===== src/rtl/cache_pkg.sv =====
// Shared types and default geometry for the read-only block cache and its miss controller.
package cache_pkg;

    localparam int CACHE_SIZE_BLOCK = 32;
    localparam int CACHE_BIT_TOTAL  = 24;

    typedef enum logic [2:0] {
        IDLE,
        LOOKUP,
        CHECK,
        MEM_REQ,
        MEM_WAIT,
        FILL,
        RESP
    } miss_state_t;

endpackage


===== src/rtl/cache_miss_ctrl.sv =====
// Read-side miss controller: cache lookup, Avalon-MM refill on miss, single request in flight.
// Optional hit/miss counters are enabled by defining CACHE_MISS_STATS_EN.
module cache_miss_ctrl
    import cache_pkg::*;
#(
    parameter int SIZE_BLOCK  = CACHE_SIZE_BLOCK,
    parameter int BIT_TOTAL   = CACHE_BIT_TOTAL,
    parameter int BYTE_ADDR   = 1,
    localparam int MAW        = BIT_TOTAL + ((BYTE_ADDR != 0) ? $clog2(SIZE_BLOCK / 8) : 0)
) (
    input  logic                  i_clk,
    input  logic                  i_rst,
    input  logic                  i_req_valid,
    output logic                  o_req_ready,
    input  logic [BIT_TOTAL-1:0]  i_req_addr,
    output logic                  o_resp_valid,
    input  logic                  i_resp_ready,
    output logic [SIZE_BLOCK-1:0] o_resp_data,
    output logic                  o_cache_en,
    output logic                  o_cache_wrt,
    output logic [BIT_TOTAL-1:0]  o_cache_addr,
    output logic [SIZE_BLOCK-1:0] o_cache_data,
    input  logic [SIZE_BLOCK-1:0] i_cache_data,
    input  logic                  i_cache_success,
    output logic                  o_mem_read,
    output logic [MAW-1:0]        o_mem_addr,
    input  logic                  i_mem_waitrequest,
    input  logic                  i_mem_readdatavalid,
    input  logic [SIZE_BLOCK-1:0] i_mem_readdata
`ifdef CACHE_MISS_STATS_EN
    ,
    output logic [31:0]           o_stat_hits,
    output logic [31:0]           o_stat_misses
`endif
);

    localparam int ADDR_SHIFT = MAW - BIT_TOTAL;

    miss_state_t           state_q, state_d;
    logic [BIT_TOTAL-1:0]  addr_q, addr_d;
    logic [SIZE_BLOCK-1:0] data_q, data_d;

    always_ff @(posedge i_clk) begin
        if (i_rst) begin
            state_q <= IDLE;
            addr_q  <= '0;
            data_q  <= '0;
        end else begin
            state_q <= state_d;
            addr_q  <= addr_d;
            data_q  <= data_d;
        end
    end

    // data_q carries the hit data or the refill data; it feeds both the fill write and the response.
    always_comb begin
        state_d = state_q;
        addr_d  = addr_q;
        data_d  = data_q;
        case (state_q)
            IDLE: begin
                if (i_req_valid) begin
                    addr_d  = i_req_addr;
                    state_d = LOOKUP;
                end
            end
            LOOKUP: state_d = CHECK;
            CHECK: begin
                if (i_cache_success) begin
                    data_d  = i_cache_data;
                    state_d = RESP;
                end else begin
                    state_d = MEM_REQ;
                end
            end
            MEM_REQ: begin
                if (!i_mem_waitrequest) state_d = MEM_WAIT;
            end
            MEM_WAIT: begin
                if (i_mem_readdatavalid) begin
                    data_d  = i_mem_readdata;
                    state_d = FILL;
                end
            end
            FILL: state_d = RESP;
            RESP: begin
                if (i_resp_ready) state_d = IDLE;
            end
            default: state_d = IDLE;
        endcase
    end

    assign o_req_ready  = (state_q == IDLE);
    assign o_resp_valid = (state_q == RESP);
    assign o_resp_data  = data_q;
    assign o_cache_en   = (state_q == LOOKUP) || (state_q == FILL);
    assign o_cache_wrt  = (state_q == FILL);
    assign o_cache_addr = addr_q;
    assign o_cache_data = data_q;
    assign o_mem_read   = (state_q == MEM_REQ);
    // Widen before shifting so the top index keeps all its bits.
    assign o_mem_addr   = MAW'(addr_q) << ADDR_SHIFT;

`ifdef CACHE_MISS_STATS_EN
    logic [31:0] hits_q, misses_q;

    always_ff @(posedge i_clk) begin
        if (i_rst) begin
            hits_q   <= '0;
            misses_q <= '0;
        end else if (state_q == CHECK) begin
            if (i_cache_success) begin
                if (hits_q != '1) hits_q <= hits_q + 32'd1;
            end else begin
                if (misses_q != '1) misses_q <= misses_q + 32'd1;
            end
        end
    end

    assign o_stat_hits   = hits_q;
    assign o_stat_misses = misses_q;
`endif

endmodule


===== config.mk =====
export PLATFORM = sky130hd
export DESIGN_NAME = cache_miss_ctrl
export DESIGN_NICKNAME = d
export VERILOG_FILES = /design/src/rtl/cache_pkg.sv /design/src/rtl/cache_miss_ctrl.sv
export SDC_FILE = /design/constraint.sdc
export NUM_CORES = 1
export LEC_CHECK = 0
export CORE_MARGIN = 3
export CORE_UTILIZATION = 33
export CTS_CLUSTER_SIZE = 14
export DETAILED_ROUTE_END_ITERATION = 7
export PLACE_DENSITY = 0.78
export SKIP_LAST_GASP = 1
export SLEW_MARGIN = 5
export SYNTH_ARGS = -nofsm -noshare
export SYNTH_HDL_FRONTEND = slang
export SYNTH_SLANG_ARGS = --single-unit

===== constraint.sdc =====
create_clock -name i_clk -period 1.6 [get_ports i_clk]
set_input_delay 0.24 -clock i_clk [delete_from_list [all_inputs] [get_ports i_clk]]
set_output_delay 0.24 -clock i_clk [all_outputs]
set_load 0.01 [all_outputs]

**Word-level counts from Yosys, hierarchy flattened**

Index checks and enable logic that the tools add are counted.

- Register bits: 59
- Input port bits: 95

- Equality and inequality tests: 11
- Muxes and demuxes: 9
- Reductions and logical operators: 6

Operators by type and width:

| operator | count |
|---|---|
| two-way mux 32 bit | 2 |
| one-hot mux 32 bit (2 select lines) | 1 |
| one-hot mux 3 bit (7 select lines) | 1 |
| two-way mux 3 bit | 5 |
| == test 3 bit, second input constant | 3 |
| != test 2 bit, second input constant | 4 |
| == test 3 x 2 -> 1 bit, second input constant | 2 |
| AND reduction 4 bit | 1 |
| == test 3 x 1 -> 1 bit, second input constant | 1 |
| logical NOT 3 bit | 1 |
| AND reduction 3 bit | 1 |
| != test 2 x 1 -> 1 bit, second input constant | 1 |
| AND reduction 2 bit | 1 |
| nonzero test 2 bit | 1 |
| logical OR 1 bit | 1 |

**Longest topological paths before layout**

- Depth in word-level cells: 3
- Gate-level depth with buffers: 6
- Mapped depth without buffers: 3

**Worst setup path after synthesis**

No wires, ideal clock.

- Path type: register -> register
- From: register state_q[2]
- To: register addr_q[6] (netlist: o_cache_addr[6])
- Library setup time: 0.140 ns
- Data arrival time: 1.358 ns
- Required time: 1.460 ns
- Path slack: 0.102 ns
- Stages on the path, launching flop included: 7
- Path buffers: 3
- Path through: dfxtp_1 -> buf_2 -> or4b_1 -> buf_2 -> buf_6 -> nand2_1 -> a21oi_1

- Word-level cells in the longest chain between the ends: 2

RTL lines:

| what | line | text |
|---|---|---|
| start, declared | cache_miss_ctrl.sv:39 | `miss_state_t state_q, state_d;` |
| start signal, assigned | cache_miss_ctrl.sv:49 | `state_q <= state_d;` |
| logical NOT 3 bit | cache_miss_ctrl.sv:60 | `case (state_q)` |
| AND reduction 2 bit (no line) | n/a |  |
| end signal, assigned | cache_miss_ctrl.sv:50 | `addr_q <= addr_d;` |
| end, declared | cache_miss_ctrl.sv:40 | `logic [BIT_TOTAL-1:0] addr_q, addr_d;` |

No other way between the ends.
A chain may end at the register's enable or synchronous reset.

**Final worst setup path**

- From: register state_q[1]
- To: register data_q[14] (netlist: o_cache_data[14])

- Word-level cells in the longest chain between the ends: 3
- Elaborated cells on any way between the ends: 7
- Classes of those cells: eq/ne (4); mux (1); reduce/logical (2)

RTL lines:

| what | line | text |
|---|---|---|
| == test 3 x 2 -> 1 bit or == test 3 bit (tied branches) | cache_miss_ctrl.sv:60 |  |
| != test 2 bit (no line) or nonzero test 2 bit (tied branches) | n/a |  |
| AND reduction 3 bit (no line) | n/a |  |
| end signal, assigned | cache_miss_ctrl.sv:51 | `data_q <= data_d;` |
| end, declared | cache_miss_ctrl.sv:41 | `logic [SIZE_BLOCK-1:0] data_q, data_d;` |

Several ways; a longest one is shown, not always the timed one.

==> impl_metrics.ini <==
[drt]
drc = 0
ant_nets = 0
routedWlPerCell_um = 15.1
drt_wl_total_um = 10300
drtIter0Drc = 90
dr.pass1.iters = 4
vias = 3260
vias_per_cell = 4.81

[yosys]
syn_inst = 383
synthFlopType = dfxtp_1
syn_area_per_cell_sq_um = 8.32
yosysUniqueCellTypes = 28
synth_edf_count = 0
yosys_warnings = 0
synth_seq_cells = 59
synthArstFlopShare_pct = 0
yosysSeqAreaShare_pct = 37.1
syn-cell-area_sq_um = 3190

[sta]
rsz0062_at_grt = yes
setup_viol = 0
fin_ws_ns = 0.0582
finalCriticalPeriod_ns = 1.54
hold_viol = 0
min_period_over_period_pct = 96.4
max_freq_ghz = 0.649
finClkSkew_ns = 0.0112
maxSlewViolCount = 0

[global_routing]
grt_pass1_vias = 3278
gr-usage-met3_pct = 5.15
grt_max_degree = 60
antenna_found_initial = 0
grt_pass1_wl_um = 15600
overflow = 0
use_met1_pct = 18.3
busiest_layer = met2
grt_util_met2_pct = 32.1
track_usage_pct = 17.4

[cells_and_area]
syn_to_final_growth_pct = 69.1
drive_above_1_share_pct = 16.0
nFillCells = 839
nets = 639
diodes = 0
seq_area_sq_um = 1190
multiInputGateArea_sq_um = 1430

[floorplanning]
ios = 214
die_y_um = 104
initial_utilization_pct = 34.2
die_area_sq_um = 10900
coreArea_sq_um = 9330
rows = 35
fp.dieW_um = 104

[clock_tree]
cts_buffer_depth = 2
cts_sinks = 59
path_clk_slew_ns = 0.07
clkLatencyLatePin_ns = 0.32
cts_made_buffers = 9
cts_tree = built
clock-root-buffer = clkbuf_8
h-tree-depth = 3

[worst_setup_path]
cpMostUsedCell = buf_4
crit_family = buffers and inverters
worstSetupEndpointType = flip-flop
crit_path_cell_trace = buf_4 -> nor4bb_4 -> buf_4 -> buf_6 -> nor3_1 -> a311oi_2
path_buf_inv = 3
crit_fanout = 12
worstSetupPathType = reg -> reg
crit_required_ns = 1.82
start_kind = flip-flop
arrival_ns = 1.76
max_stage_delay_ns = 0.38
slowest_stage = dfxtp_4

[outcome]
run_status = complete, no violations

[pwr]
peakVddDrop_v = 0.000571
power.total_mw = 7.41
switchingPower_mw = 2.70
swShare_pct = 36.4
powerDensity_nw_per_um2 = 1370
power_frac_comb_pct = 55.1
power.internal_mw = 4.71
power.clock.fraction_pct = 15.2
power_leakage_nw = 1.93
p_seq_share_pct = 29.7

[run]
drv_cap = 0

[placed_design]
io_buffer_count = 211
place_congestion = 0.761
place_hpwl_um = 7360
pre_cts_ws_ns = -0.302

[min_path]
hp-class = in -> reg
==> worst reg2reg max path: stages, from the launching register on <==
cell	delay [ns]
dfxtp_4	0.38
buf_4	0.15
nor4bb_4	0.24
buf_4	0.17
buf_6	0.17
nor3_1	0.09
a311oi_2	0.25
==> worst paths after layout <==
path	from	end	slack (ns)	depth (start not counted)
worst min-delay path	i_rst	o_cache_addr[1]	0.41	3
worst min register to register	o_cache_addr[15]	o_cache_addr[15]	0.47	2
worst max-delay path	state_q[1]	o_cache_data[14]	0.06	6
worst max register to register	state_q[1]	o_cache_data[14]	0.06	6
==> placed cells by master, fill, tap and decap left out, types with 2 or more instances in the layout <==
cell type and n:
clkdlybuf4s50_1 205, nand2_1 115, dfxtp_1 56, nor3_1 32, a311oi_2 30, a21oi_1 26
buf_4 18, clkbuf_8 9, buf_6 5, buf_12 5, inv_1 3, clkinv_2 3
and2_1 2, nor2_1 2, nor4bb_4 2, a311oi_1 2, nor2b_1 2, o21ai_0 2
conb_1 2, clkinvlp_4 2, clkbuf_1 2, clkbuf_16 2, buf_2 2, dlygate4sd2_1 2
dfxtp_4 2
==> layout make-up <==
class	instances	share of cell area (%)
Timing Repair Buffer	241	45.2
Multi-Input combinational cell	230	26.5
Sequential cell	59	22.1
Tap cell	129	2.99
Clock buffer	11	2.44
Clock inverter	5	0.557
Inverter	3	0.209
==> per-stage QoR <==
| stage | cell area [sq um] | hold WS (ns) | setup TNS (ns) | utilization (%) | std cells |
|---|---|---|---|---|---|
| after floorplan | 3190 | 0.376 | 0 | - | 384 |
| after detailed placement | 5100 | 0.463 | -9.57 | 54.7 | 656 |
| after global placement | 5100 | 0.456 | -8.29 | 54.7 | 656 |
| after global routing | 5390 | 0.401 | -0.0307 | 57.8 | 678 |
| after CTS | 5290 | 0.395 | -0.0501 | 56.7 | 672 |
| final | 5390 | 0.410 | 0 | 57.8 | 678 |
==> per-layer routing <==
metal | wire length (um) | share of wire (%)
met3 | 769 | 7.5
met2 | 5260 | 51
met5 | 0 | 0
met4 | 250 | 2.4
met1 | 3970 | 39
==> registers in the layout (all words and copies together), names as in the netlist <==
signal / flops
o_cache_addr: 24
state_q: 3
o_cache_data: 32
==> synth_stat cells (2+ instances only) <==
| cell | instances | share of area (%) |
|---|---|---|
| clkbuf_1 | 11 | 1.3 |
| buf_2 | 17 | 2.7 |
| inv_1 | 3 | 0.35 |
| nor3_1 | 33 | 5.2 |
| a311oi_2 | 30 | 14 |
| buf_4 | 58 | 14 |
| nor4bb_1 | 2 | 0.63 |
| dfxtp_1 | 59 | 37 |
| and2_1 | 2 | 0.39 |
| nor2b_1 | 4 | 0.79 |
| nand2_1 | 115 | 14 |
| a21oi_1 | 26 | 4.1 |
| a311oi_1 | 2 | 0.55 |
| o21ai_0 | 2 | 0.31 |
| buf_6 | 5 | 1.8 |
| nor2_1 | 2 | 0.24 |
==> logic make-up (layout without fill, tap and decap cells) <==
kind of cell	Yosys count	in the layout	share of synthesized area, %
flip-flops	59	59	37.1
AND/OR/NAND/NOR	164	164	22.9
buffers and inverters	95	260	19.9
other	1	2	0.118
AO/OA/AOI/OAI	64	64	20.1
==> power by group through the flow <==
stage	clock network [mW]	registers (mW)	logic [mW]
2_1_floorplan	0	2.28	2.15
3_3_place_gp	0	2.19	3.83
3_5_place_dp	0	2.21	3.93
4_1_cts	1.17	2.20	3.94
5_1_grt	1.24	2.26	4.37
6_report	1.13	2.20	4.08
==> timing repair <==
| action | 4_1_cts | 5_1_grt |
|---|---|---|
| endpoints found under the hold margin | 0 | 0 |
| setup endpoints to repair | 38 | 51 |
| setup buffers | 0 | 2 |
| cloned | 0 | 4 |
| gates resized for setup | 16 | 14 |
| hold buffers | 0 | 0 |
Note: power is estimated with default switching activity, not from simulation.
